<file path="config.mk">
export PLATFORM = sky130hd
export DESIGN_NAME = mat_wb_unit
export DESIGN_NICKNAME = d
export VERILOG_FILES = /design/src/rtl/mat_wb_unit.sv
export SDC_FILE = /design/constraint.sdc
export NUM_CORES = 1
export LEC_CHECK = 0
export CAP_MARGIN = 15
export CORE_ASPECT_RATIO = 1.25
export CORE_MARGIN = 1.5
export CORE_UTILIZATION = 31
export DETAILED_ROUTE_END_ITERATION = 12
export PLACE_DENSITY = 0.66
export SLEW_MARGIN = 20
export SYNTH_ARGS = -nofsm -noshare
export SYNTH_HDL_FRONTEND = slang
export SYNTH_SLANG_ARGS = --single-unit
</file>
<file path="constraint.sdc">
create_clock -name CLK -period 1.46 [get_ports CLK]
set_input_delay 0.292 -clock CLK [delete_from_list [all_inputs] [get_ports CLK]]
set_output_delay 0.292 -clock CLK [all_outputs]
set_load 0.1 [all_outputs]
</file>
<file path="src/rtl/mat_wb_unit.sv">
// Matrix writeback unit: arbitrates multi-row result bursts from the MU and LD
// sources, streams rows into the matrix register file and pulses the status
// table writeback on the final row of each burst.
module mat_wb_unit #(
  parameter int unsigned ROWS = 4,
  parameter int unsigned DW   = 64
) (
  input  logic                     CLK,
  input  logic                     RST,
  // Matrix-multiply unit source
  input  logic                     mu_valid,
  input  logic [5:0]               mu_sel,
  input  logic [1:0]               mu_tag,
  input  logic [DW-1:0]            mu_data,
  output logic                     mu_ready,
  // Matrix load unit source
  input  logic                     ld_valid,
  input  logic [5:0]               ld_sel,
  input  logic [1:0]               ld_tag,
  input  logic [DW-1:0]            ld_data,
  output logic                     ld_ready,
  // Register-file write port
  input  logic                     rf_ready,
  output logic                     rf_wen,
  output logic [5:0]               rf_sel,
  output logic [$clog2(ROWS)-1:0]  rf_row,
  output logic [DW-1:0]            rf_data,
  // Status table writeback
  output logic                     wb_write,
  output logic [5:0]               wb_sel,
  output logic [1:0]               wb_tag
);

  localparam int unsigned RW = $clog2(ROWS);

  typedef enum logic [0:0] {StIdle, StBurst} state_e;

  state_e          state_q, state_d;
  logic            grant_q, grant_d;   // 0: MU owns the burst, 1: LD
  logic            prio_q, prio_d;     // 0: MU preferred on contention, 1: LD
  logic [RW-1:0]   row_cnt_q, row_cnt_d;
  logic [5:0]      cur_sel_q, cur_sel_d;
  logic [1:0]      cur_tag_q, cur_tag_d;

  logic            rf_wen_q, rf_wen_d;
  logic [5:0]      rf_sel_q, rf_sel_d;
  logic [RW-1:0]   rf_row_q, rf_row_d;
  logic [DW-1:0]   rf_data_q, rf_data_d;
  logic            wb_write_q, wb_write_d;
  logic [5:0]      wb_sel_q, wb_sel_d;
  logic [1:0]      wb_tag_q, wb_tag_d;

  logic            src_valid;
  logic [DW-1:0]   src_data;
  logic            accept;
  logic            last;
  logic            pick;

  // Ready depends only on state, grant and rf_ready so there is no valid->ready path
  always_comb begin
    mu_ready = (state_q == StBurst) && !grant_q && rf_ready;
    ld_ready = (state_q == StBurst) &&  grant_q && rf_ready;
  end

  // Next-state, arbitration and registered output generation
  always_comb begin
    state_d    = state_q;
    grant_d    = grant_q;
    prio_d     = prio_q;
    row_cnt_d  = row_cnt_q;
    cur_sel_d  = cur_sel_q;
    cur_tag_d  = cur_tag_q;
    rf_wen_d   = 1'b0;
    rf_sel_d   = rf_sel_q;
    rf_row_d   = rf_row_q;
    rf_data_d  = rf_data_q;
    wb_write_d = 1'b0;
    wb_sel_d   = wb_sel_q;
    wb_tag_d   = wb_tag_q;

    src_valid = grant_q ? ld_valid : mu_valid;
    src_data  = grant_q ? ld_data  : mu_data;
    accept    = (state_q == StBurst) && src_valid && rf_ready;
    last      = accept && (row_cnt_q == RW'(ROWS - 1));
    // A lone requester wins outright; the pointer only breaks ties
    pick      = (mu_valid && ld_valid) ? prio_q : ld_valid;

    case (state_q)
      StIdle: begin
        if (mu_valid || ld_valid) begin
          grant_d   = pick;
          cur_sel_d = pick ? ld_sel : mu_sel;
          cur_tag_d = pick ? ld_tag : mu_tag;
          row_cnt_d = '0;
          state_d   = StBurst;
        end
      end
      StBurst: begin
        if (accept) begin
          row_cnt_d = row_cnt_q + 1'b1;
          rf_wen_d  = 1'b1;
          rf_sel_d  = cur_sel_q;
          rf_row_d  = row_cnt_q;
          rf_data_d = src_data;
          if (last) begin
            wb_write_d = 1'b1;
            wb_sel_d   = cur_sel_q;
            wb_tag_d   = cur_tag_q;
            prio_d     = ~grant_q;
            state_d    = StIdle;
          end
        end
      end
      default: state_d = StIdle;
    endcase
  end

  // State and output registers; reset discards any partial burst
  always_ff @(posedge CLK) begin
    if (RST) begin
      state_q    <= StIdle;
      grant_q    <= 1'b0;
      prio_q     <= 1'b0;
      row_cnt_q  <= '0;
      cur_sel_q  <= '0;
      cur_tag_q  <= '0;
      rf_wen_q   <= 1'b0;
      rf_sel_q   <= '0;
      rf_row_q   <= '0;
      rf_data_q  <= '0;
      wb_write_q <= 1'b0;
      wb_sel_q   <= '0;
      wb_tag_q   <= '0;
    end else begin
      state_q    <= state_d;
      grant_q    <= grant_d;
      prio_q     <= prio_d;
      row_cnt_q  <= row_cnt_d;
      cur_sel_q  <= cur_sel_d;
      cur_tag_q  <= cur_tag_d;
      rf_wen_q   <= rf_wen_d;
      rf_sel_q   <= rf_sel_d;
      rf_row_q   <= rf_row_d;
      rf_data_q  <= rf_data_d;
      wb_write_q <= wb_write_d;
      wb_sel_q   <= wb_sel_d;
      wb_tag_q   <= wb_tag_d;
    end
  end

  assign rf_wen   = rf_wen_q;
  assign rf_sel   = rf_sel_q;
  assign rf_row   = rf_row_q;
  assign rf_data  = rf_data_q;
  assign wb_write = wb_write_q;
  assign wb_sel   = wb_sel_q;
  assign wb_tag   = wb_tag_q;

endmodule

</file>
## Yosys cells after proc, flatten, opt, wreduce, memory -nomap -nowiden

Cells that the tools add are included.

| storage, ports and cells | value |
|---|---|
| bits in registers | 95 |
| input bits | 149 |
| output and inout bits | 84 |
| word-level logic and storage cells | 50 |

| operators by class | value |
|---|---|
| add/sub/neg operators | 1 |
| equal/unequal tests | 3 |
| mux-type cells | 14 |
| bitwise operators | 3 |
| reductions and logical operators | 16 |

Operators with widths:

| cell | count |
|---|---|
| $mux 64 | 1 |
| $logic_and 1x1->1 | 8 |
| $mux 1 | 7 |
| $mux 2 | 3 |
| $mux 6 | 1 |
| $reduce_and 2->1 | 3 |
| $pmux 2 s2 | 1 |
| $not 1->1 | 3 |
| $reduce_and 3->1 | 1 |
| $reduce_or 3->1 | 1 |
| $add 2x1->2 const B | 1 |
| $eq 2x2->1 const B | 1 |
| $ne 2x1->1 const B | 1 |
| $ne 2x2->1 const B | 1 |
| $pmux 1 s2 | 1 |
| $reduce_or 2->1 | 1 |
| $logic_not 1->1 | 1 |
| $logic_or 1x1->1 | 1 |

## Logic depth before layout (Yosys ltp)

| depth | value |
|---|---|
| depth in word-level cells | 7 |
| mapped depth | 6 |
| mapped depth without buffers | 3 |

## Worst setup path after synthesis

No wires, ideal clock.

| timing path | value |
|---|---|
| path kind | register to output |
| start point | register state_q |
| end point | output port mu_ready |
| arrival time | 2.039 ns |
| required time | 1.168 ns |
| path slack | -0.871 ns |
| stages on the path, launching flop included | 4 |
| buffers on the path | 1 |
| cells stage by stage | dfxtp_1 nand2_2 clkbuf_1 nor2_1 |

| between the ends | value |
|---|---|
| word-level cells in the longest chain between the ends | 2 |

RTL lines:

| item | RTL line | text |
|---|---|---|
| from (decl) | 38 | `state_e state_q, state_d;` |
| from (signal assigned) | 121 | `state_q <= StIdle;` |
| from (signal assigned) | 135 | `state_q <= state_d;` |
| $logic_and 1x1->1 (2 in series) | 61 | `mu_ready = (state_q == StBurst) && !grant_q && rf_ready;` |
| to (decl) | 15 | `output logic mu_ready,` |

Every way passes these cells.

## Worst setup path after layout

| timing path | value |
|---|---|
| start point | register grant_q |
| end point | output port ld_ready |

| between the ends | value |
|---|---|
| word-level cells in the longest chain between the ends | 2 |

RTL lines:

| item | RTL line | text |
|---|---|---|
| from (decl) | 39 | `logic grant_q, grant_d;` |
| from (signal assigned) | 136 | `grant_q <= grant_d;` |
| $logic_and 1x1->1 (2 in series) | 62 | `ld_ready = (state_q == StBurst) && grant_q && rf_ready;` |
| to (decl) | 21 | `output logic ld_ready,` |

Every way passes these cells.

==> run_results.csv <==
group,metric,value,unit
timing,setup_viol,1,
yosys,synthCells,426,
timing,period_minus_slack,1.46,ns
yosys,yosys.area.top_type_share,38.1,%
outcome,status,"complete, but fails checks",
run,drv_cap,0,
clock_tree,cts-buffers-inserted,9,
clock_tree,hold_buffers,0,
grt,grt_pass1_wl,23.5,mm
setup_path,r2r_slack,0.04,ns
final_layout,diodes,0,
routing,wl_per_cell,17.8,um
power,vdd_drop_max,0.523,mV
clock_tree,cts_tree,"built",
routing,drt_wl_total,15.5,mm
power,power_density,912,mW/mm^2
final_layout,final_cell_mix,"145 x clkdlybuf4s50_1, 93 x dfxtp_1, 92 x buf_12, 64 x mux2i_1, 63 x a211oi_2",
clock_tree,clk_latency,0.34,ns
timing,finalMaxSlewViolations,0,
final_layout,fin_nets,805,
die,floorplan.die.width,117,um
final_layout,fillers,1313,
final_layout,syn_to_final_growth,75.9,%
timing,fin_ws,-0.00396,ns
yosys,synth_area_leaders,"dfxtp_1 38%, a211oi_2 16%, mux2i_1 14%",
timing,holdWs,0.302,ns
routing,drt_iter0_drc,136,
setup_path,path_cells,"and3_4, buf_12",
timing,finalHoldViolations,0,
placed_design,dp_hpwl,11.2,mm
yosys,synth.distinct_cells,38,
placed_design,place.gp.congestion,0.774,
routing,via_per_inst,4.83,
grt,antenna_found_initial,0,
die,ioPinCount,233,
yosys,synth_nets,576,
clock_tree,cts.path.max_buffers,2,
yosys,ys_ff_latch,95,
setup_path,critPathKind,"flop to primary output",
timing,clock-skew-final,0.00514,ns
yosys,yosysWarnings,0,
timing,max_freq,683,MHz
timing,period_share,100,%
die,die-area,0.0169,mm^2
clock_tree,cts.sinks,95,
final_layout,multi_input_area,0.00270,mm^2
setup_path,crit_path_start_kind,"flop",
setup_path,critPathMaxFanout,7,
timing,tightestPinTransition,0.328,ns
setup_path,cp.required,1.17,ns
routing,drt-pass1-iter-count,4,
setup_path,max_stage_delay,0.43,ns
yosys,seq_area_frac_synth,38.1,%
grt,grt_pass1_vias,4489,
setup_path,cp_slowest_cell,"dfxtp_4",
final_layout,final_common_cell,"clkdlybuf4s50_1",
outcome,violations,"negative setup slack",
grt,grt_remaining_overflow,0,
yosys,synth-edff-count,0,
grt,grt_use_total,18.0,%
setup_path,cp-end-kind,"primary output",
timing,finalSetupTns,-0.00396,ns
timing,rsz0062_at_grt,"true",
yosys,syn-cell-area,0.00499,mm^2
setup_path,worstPathArrival,1.17,ns
yosys,ys_async_sr_fraction,0,%
clock_tree,htreeDepth,3,
routing,drc_errors,0,
final_layout,regArea,0.00191,mm^2
grt,grt_max_degree,46,
clock_tree,clk_transition_reported_paths,0.07,ns
final_layout,drive_above_1_share,42.0,%
worst_hold_path,holdCritPathClass,"input pin to flop",
placed_design,numPortBuffers,232,
yosys,synth_top_flop_cell,"dfxtp_1",
routing,ant_nets,0,
die,die_h,145,um
yosys,yosys.area.top_type,"dfxtp_1",
die,core,0.0157,mm^2
timing,relSlewSlack,77.7,%
power,power.leakage,0.00300,uW
routing,vias,4216,
die,rows,51,
yosys,avgSynthCellArea,11.7,um^2
die,initial_core_util,31.8,%
clock_tree,root_buffer,"clkbuf_16",
## metrics by stage
| step | util, % | power, uW | area [um^2] | instances | setup slack, ns |
|---|---|---|---|---|---|
| after floorplan | - | 4370 | 5030 | 426 | 0.00886 |
| after global placement | 52.6 | 5320 | 8260 | 844 | -0.340 |
| after detailed placement | 52.6 | 5370 | 8260 | 844 | -0.379 |
| after CTS | 55.5 | 8060 | 8700 | 867 | -0.0185 |
| after global routing | 56.0 | 8280 | 8790 | 872 | -0.0391 |
| final | 56.0 | 8020 | 8790 | 872 | -0.00396 |
## power by group
group          total [uW]  switching, uW  internal (uW)
Clock                2660           1040           1610
Sequential           2850            140           2710
Combinational        2510           1390           1120
## metal layers
layer	GRT usage (%)	share of wire [%]	vias up
met2	34.0	54	132
met4	7.07	2.2	0
li1	-	-	2055
met1	19.2	38	2010
met5	0	0	-
met3	3.09	5.5	19
## state kept, by name, summed over array words and instances (netlist names)
signal and count:
cur_sel_q 6, cur_tag_q 2, grant_q 1, prio_q 1
rf_data 64, rf_row 2, rf_sel 6, rf_wen 1
row_cnt_q 2, state_q 1, wb_sel 6, wb_tag 2
wb_write 1
## critical path, delay by kind of cell (launching register included)
family	cells	cell delay, ns
buf+inv	1	0.17
simple gates	1	0.23
flops	1	0.43
## area by class of cell
cell class | count | area share (%)
Clock buffer | 10 | 2.85
Clock inverter | 6 | 1.03
Inverter | 1 | 0.0427
Multi-Input combinational cell | 286 | 30.7
Sequential cell | 95 | 21.7
Tap cell | 212 | 3.02
Timing Repair Buffer | 262 | 40.7
## logic make-up after synthesis
kind of cell | Yosys count | synth area share (%)
buffers and inverters | 46 | 9.12
AOI/OAI and AO/OA | 162 | 31.8
muxes | 74 | 15.0
DFF | 95 | 38.1
and+or+nand+nor | 48 | 5.69
adders and majority gates | 1 | 0.251
## synth_stat cells, types with 2 or more instances
| cell | number |
|---|---|
| buf_8 | 2 |
| a21oi_2 | 60 |
| buf_6 | 2 |
| dfxtp_1 | 95 |
| a21oi_1 | 13 |
| clkbuf_1 | 3 |
| mux2i_1 | 72 |
| nand2b_1 | 17 |
| a211oi_1 | 3 |
| nand3_1 | 8 |
| buf_2 | 23 |
| a221o_1 | 8 |
| nor2_1 | 10 |
| o21ai_0 | 10 |
| nor3_1 | 2 |
| buf_12 | 13 |
| a211oi_2 | 63 |
| and3_1 | 2 |
## path summary, 6_finish.rpt
| check | from | end | cells past startpoint |
|---|---|---|---|
| setup reg to reg | grant_q | rf_data[38] | 4 |
| hold / removal | RST | grant_q | 2 |
| setup / recovery | grant_q | ld_ready | 2 |
| hold reg to reg | cur_sel_q[5] | rf_sel[5] | 2 |
## repair_timing
item / in CTS / in global routing
buffers inserted: 5 / 4
gates cloned: 2 / 1
resized for setup: 2 / 13
setup endpoints to repair: 8 / 44
pin swaps: 2 / 2
(Power assumes the default switching activity.)
==> patch, RTL diff (same flow settings) <==
Set the parameter `ROWS` to 8 (it was 4).
--- a/src/rtl/mat_wb_unit.sv
+++ b/src/rtl/mat_wb_unit.sv
@@ -3,5 +3,5 @@
 // table writeback on the final row of each burst.
 module mat_wb_unit #(
-  parameter int unsigned ROWS = 4,
+  parameter int unsigned ROWS = 8,
   parameter int unsigned DW   = 64
 ) (
Interface: changed (resized rf_row); port bits go from 233 to 234. The function was not compared with the original's and may differ.
==> patch against the original RTL <==
- setup slack worse by 0.024 ns
- area after synthesis is 4.8% lower
- non-clock buffer count is 6 higher
- sequential cell count is 2 higher
- final area is 0.87% higher
- largest cell class unchanged
- first-iteration DRC count is 17% lower
- sequential share of layout area is 0.26 points higher
- final cell count is 1.6% lower
- clock power is 5% lower
- total power is 0.77% lower
- wire length is 5.2% higher
- the flow still finishes with violations (negative setup slack)
==> patch: results (changes against the original RTL) <==
\begin{tabular}{lr}
\hline
Metric & Value \\
\hline
\multicolumn{2}{l}{\textbf{Status}} \\
Result of the run & complete, but fails checks \\
Violated checks & negative setup slack \\
\multicolumn{2}{l}{\textbf{Placement}} \\
Dpl hpwl & 11300 um (+0.77\%) \\
Post-Place Cells & 830 (-1.7\%) \\
Input/output buffers & 233 (+0.43\%) \\
Gpl congestion & 0.785 (+1.4\%) \\
\multicolumn{2}{l}{\textbf{Timing}} \\
Worst setup skew after layout & 0.00438 ns (-0.000765 ns) \\
Final setup slack of the worst path & -0.0275 ns (-0.0236 ns) \\
Final setup violation count & 10 (+9) \\
\multicolumn{2}{l}{\textbf{Logic synthesis}} \\
Cell types with the highest counts after synthesis & sky130\_fd\_sc\_hd\_\_dfxtp\_1 (97), sky130\_fd\_sc\_hd\_\_mux2i\_1 (72), sky130\_fd\_sc\_hd\_\_a211oi\_2 (41) \\
Post-Synthesis Cells & 438 (+2.8\%) \\
Total of flip-flops plus latches after synthesis & 97 (+2.1\%) \\
Synthesized netlist net count & 589 (+2.3\%) \\
Leading cell types by total area after synthesis & sky130\_fd\_sc\_hd\_\_dfxtp\_1 (41\%), sky130\_fd\_sc\_hd\_\_mux2i\_1 (15\%), sky130\_fd\_sc\_hd\_\_a211oi\_2 (11\%) \\
Seq/Total Area, Yosys & 0.408 (+0.0275) \\
\multicolumn{2}{l}{\textbf{Worst setup path}} \\
Data arrival at the endpoint of the critical path & 1.20 ns (+0.03 ns) \\
Slowest Stage Delay on Critical Path & 0.38 ns (-0.05 ns) \\
\multicolumn{2}{l}{\textbf{Power}} \\
Maximum resistive drop on vdd & 0.470 mV (-10\%) \\
Cell leakage power & 3.06 nW (+2.0\%) \\
P\_int & 5.41 mW (-0.63\%) \\
\multicolumn{2}{l}{\textbf{Global route}} \\
Vias in the first global route & 4499 (+0.22\%) \\
Global-route wire length before repair & 23400 um (-0.38\%) \\
All-Layer GR Usage & 0.186 (+0.00582) \\
Pin count of the biggest net entering global routing & 39 (-15\%) \\
\multicolumn{2}{l}{\textbf{Routing}} \\
Via count & 4375 (+3.8\%) \\
Drt pass-1 iters & 4 (unchanged) \\
Starting DRT DRC Count & 113 (-17\%) \\
Final wirelength & 16300 um (+5.2\%) \\
\multicolumn{2}{l}{\textbf{Final layout}} \\
Layout cells sized above 1 & 0.382 (-0.0380) \\
Layout multi-input combinational cell count & 294 (+2.8\%) \\
Area taken by flip-flops and latches & 1950 um2 (+2.1\%) \\
Fraction of area in clock buffers and inverters & 0.0360 (-0.00273) \\
Count of nets after finishing & 822 (+2.1\%) \\
Data-path buffer share of cell area in the final layout & 0.416 (+0.00977) \\
Plain + repair buffers & 268 (+2.3\%) \\
Fraction of standard cell area in multi-input logic & 0.302 (-0.00518) \\
\hline
\end{tabular}
[patch: changes by cell type after synthesis, sizes merged, moves of 2 or more]
cell | unedited run | this run
clkbuf | 4 | 12
o211ai | 0 | 2
a21oi | 73 | 75
dfxtp | 95 | 97
buf | 41 | 36
nand3 | 9 | 11
[patch: per-layer routing]
| metal | track usage | part of all wire |
|---|---|---|
| met3 | 0.0380 | 0.055 |
| met4 | 0.0737 | 0.022 |
| met2 | 0.354 | 0.54 |
| met5 | 0 | 0 |
| met1 | 0.198 | 0.38 |
[patch: cells by family (layout without fill, tap and decap cells)]
logic type                 Yosys count  in the layout  synth area share
AOI/OAI and AO/OA                  166            166             0.297
muxes                               74             75             0.159
buffers and inverters               49            285            0.0695
adders and majority gates            2              2           0.00526
DFF                                 97             97             0.408
and+or+nand+nor                     50             51            0.0603
[patch: stage by stage]
| step | setup slack, ns | cell area, um2 | utilization |
|---|---|---|---|
| final | -0.0275 | 8860 | 0.590 |
| after global routing | -0.0571 | 8860 | 0.590 |
| after CTS | -0.0347 | 8600 | 0.573 |
| after detailed placement | -0.447 | 8170 | 0.544 |
| after global placement | -0.334 | 8170 | 0.544 |
| after floorplan | -0.105 | 4770 | - |
[patch: path summary, 6_finish.rpt]
| check | start | endpoint | slack (ns) | cells past startpoint |
|---|---|---|---|---|
| worst max-delay path | grant_q$_SDFFE_PP0P_ | ld_ready | -0.03 | 3 |
| worst min-delay path | RST | grant_q$_SDFFE_PP0P_ | 0.30 | 2 |
| worst max register to register | grant_q$_SDFFE_PP0P_ | rf_data[24]$_SDFFE_PP0P_ | -0.01 | 5 |
| worst min register to register | cur_sel_q[4]$_SDFFE_PP0P_ | rf_sel[4]$_SDFFE_PP0P_ | 0.49 | 2 |
[patch: power by group through the flow]
stage,Sequential (mW),Clock (mW),Combinational [mW]
2_1_floorplan,3.62,0,0.670
3_3_place_gp,2.96,0,2.36
3_5_place_dp,2.96,0,2.39
4_1_cts,2.90,2.60,2.44
5_1_grt,2.92,2.70,2.63
6_report,2.90,2.53,2.53
[patch: what timing repair did]
action | 4_1_cts | 5_1_grt
setup endpoints to repair | 13 | 82
gates resized for setup | 12 | 34
setup buffers | 5 | 0
pin swaps | 2 | 5
gates cloned | 1 | 7
[patch: worst max-delay path, delay by kind of cell, from the launching register on]
kind | cells | cell delay [ns]
and+or+nand+nor | 1 | 0.19
DFF | 1 | 0.38
buffers and inverters | 2 | 0.28
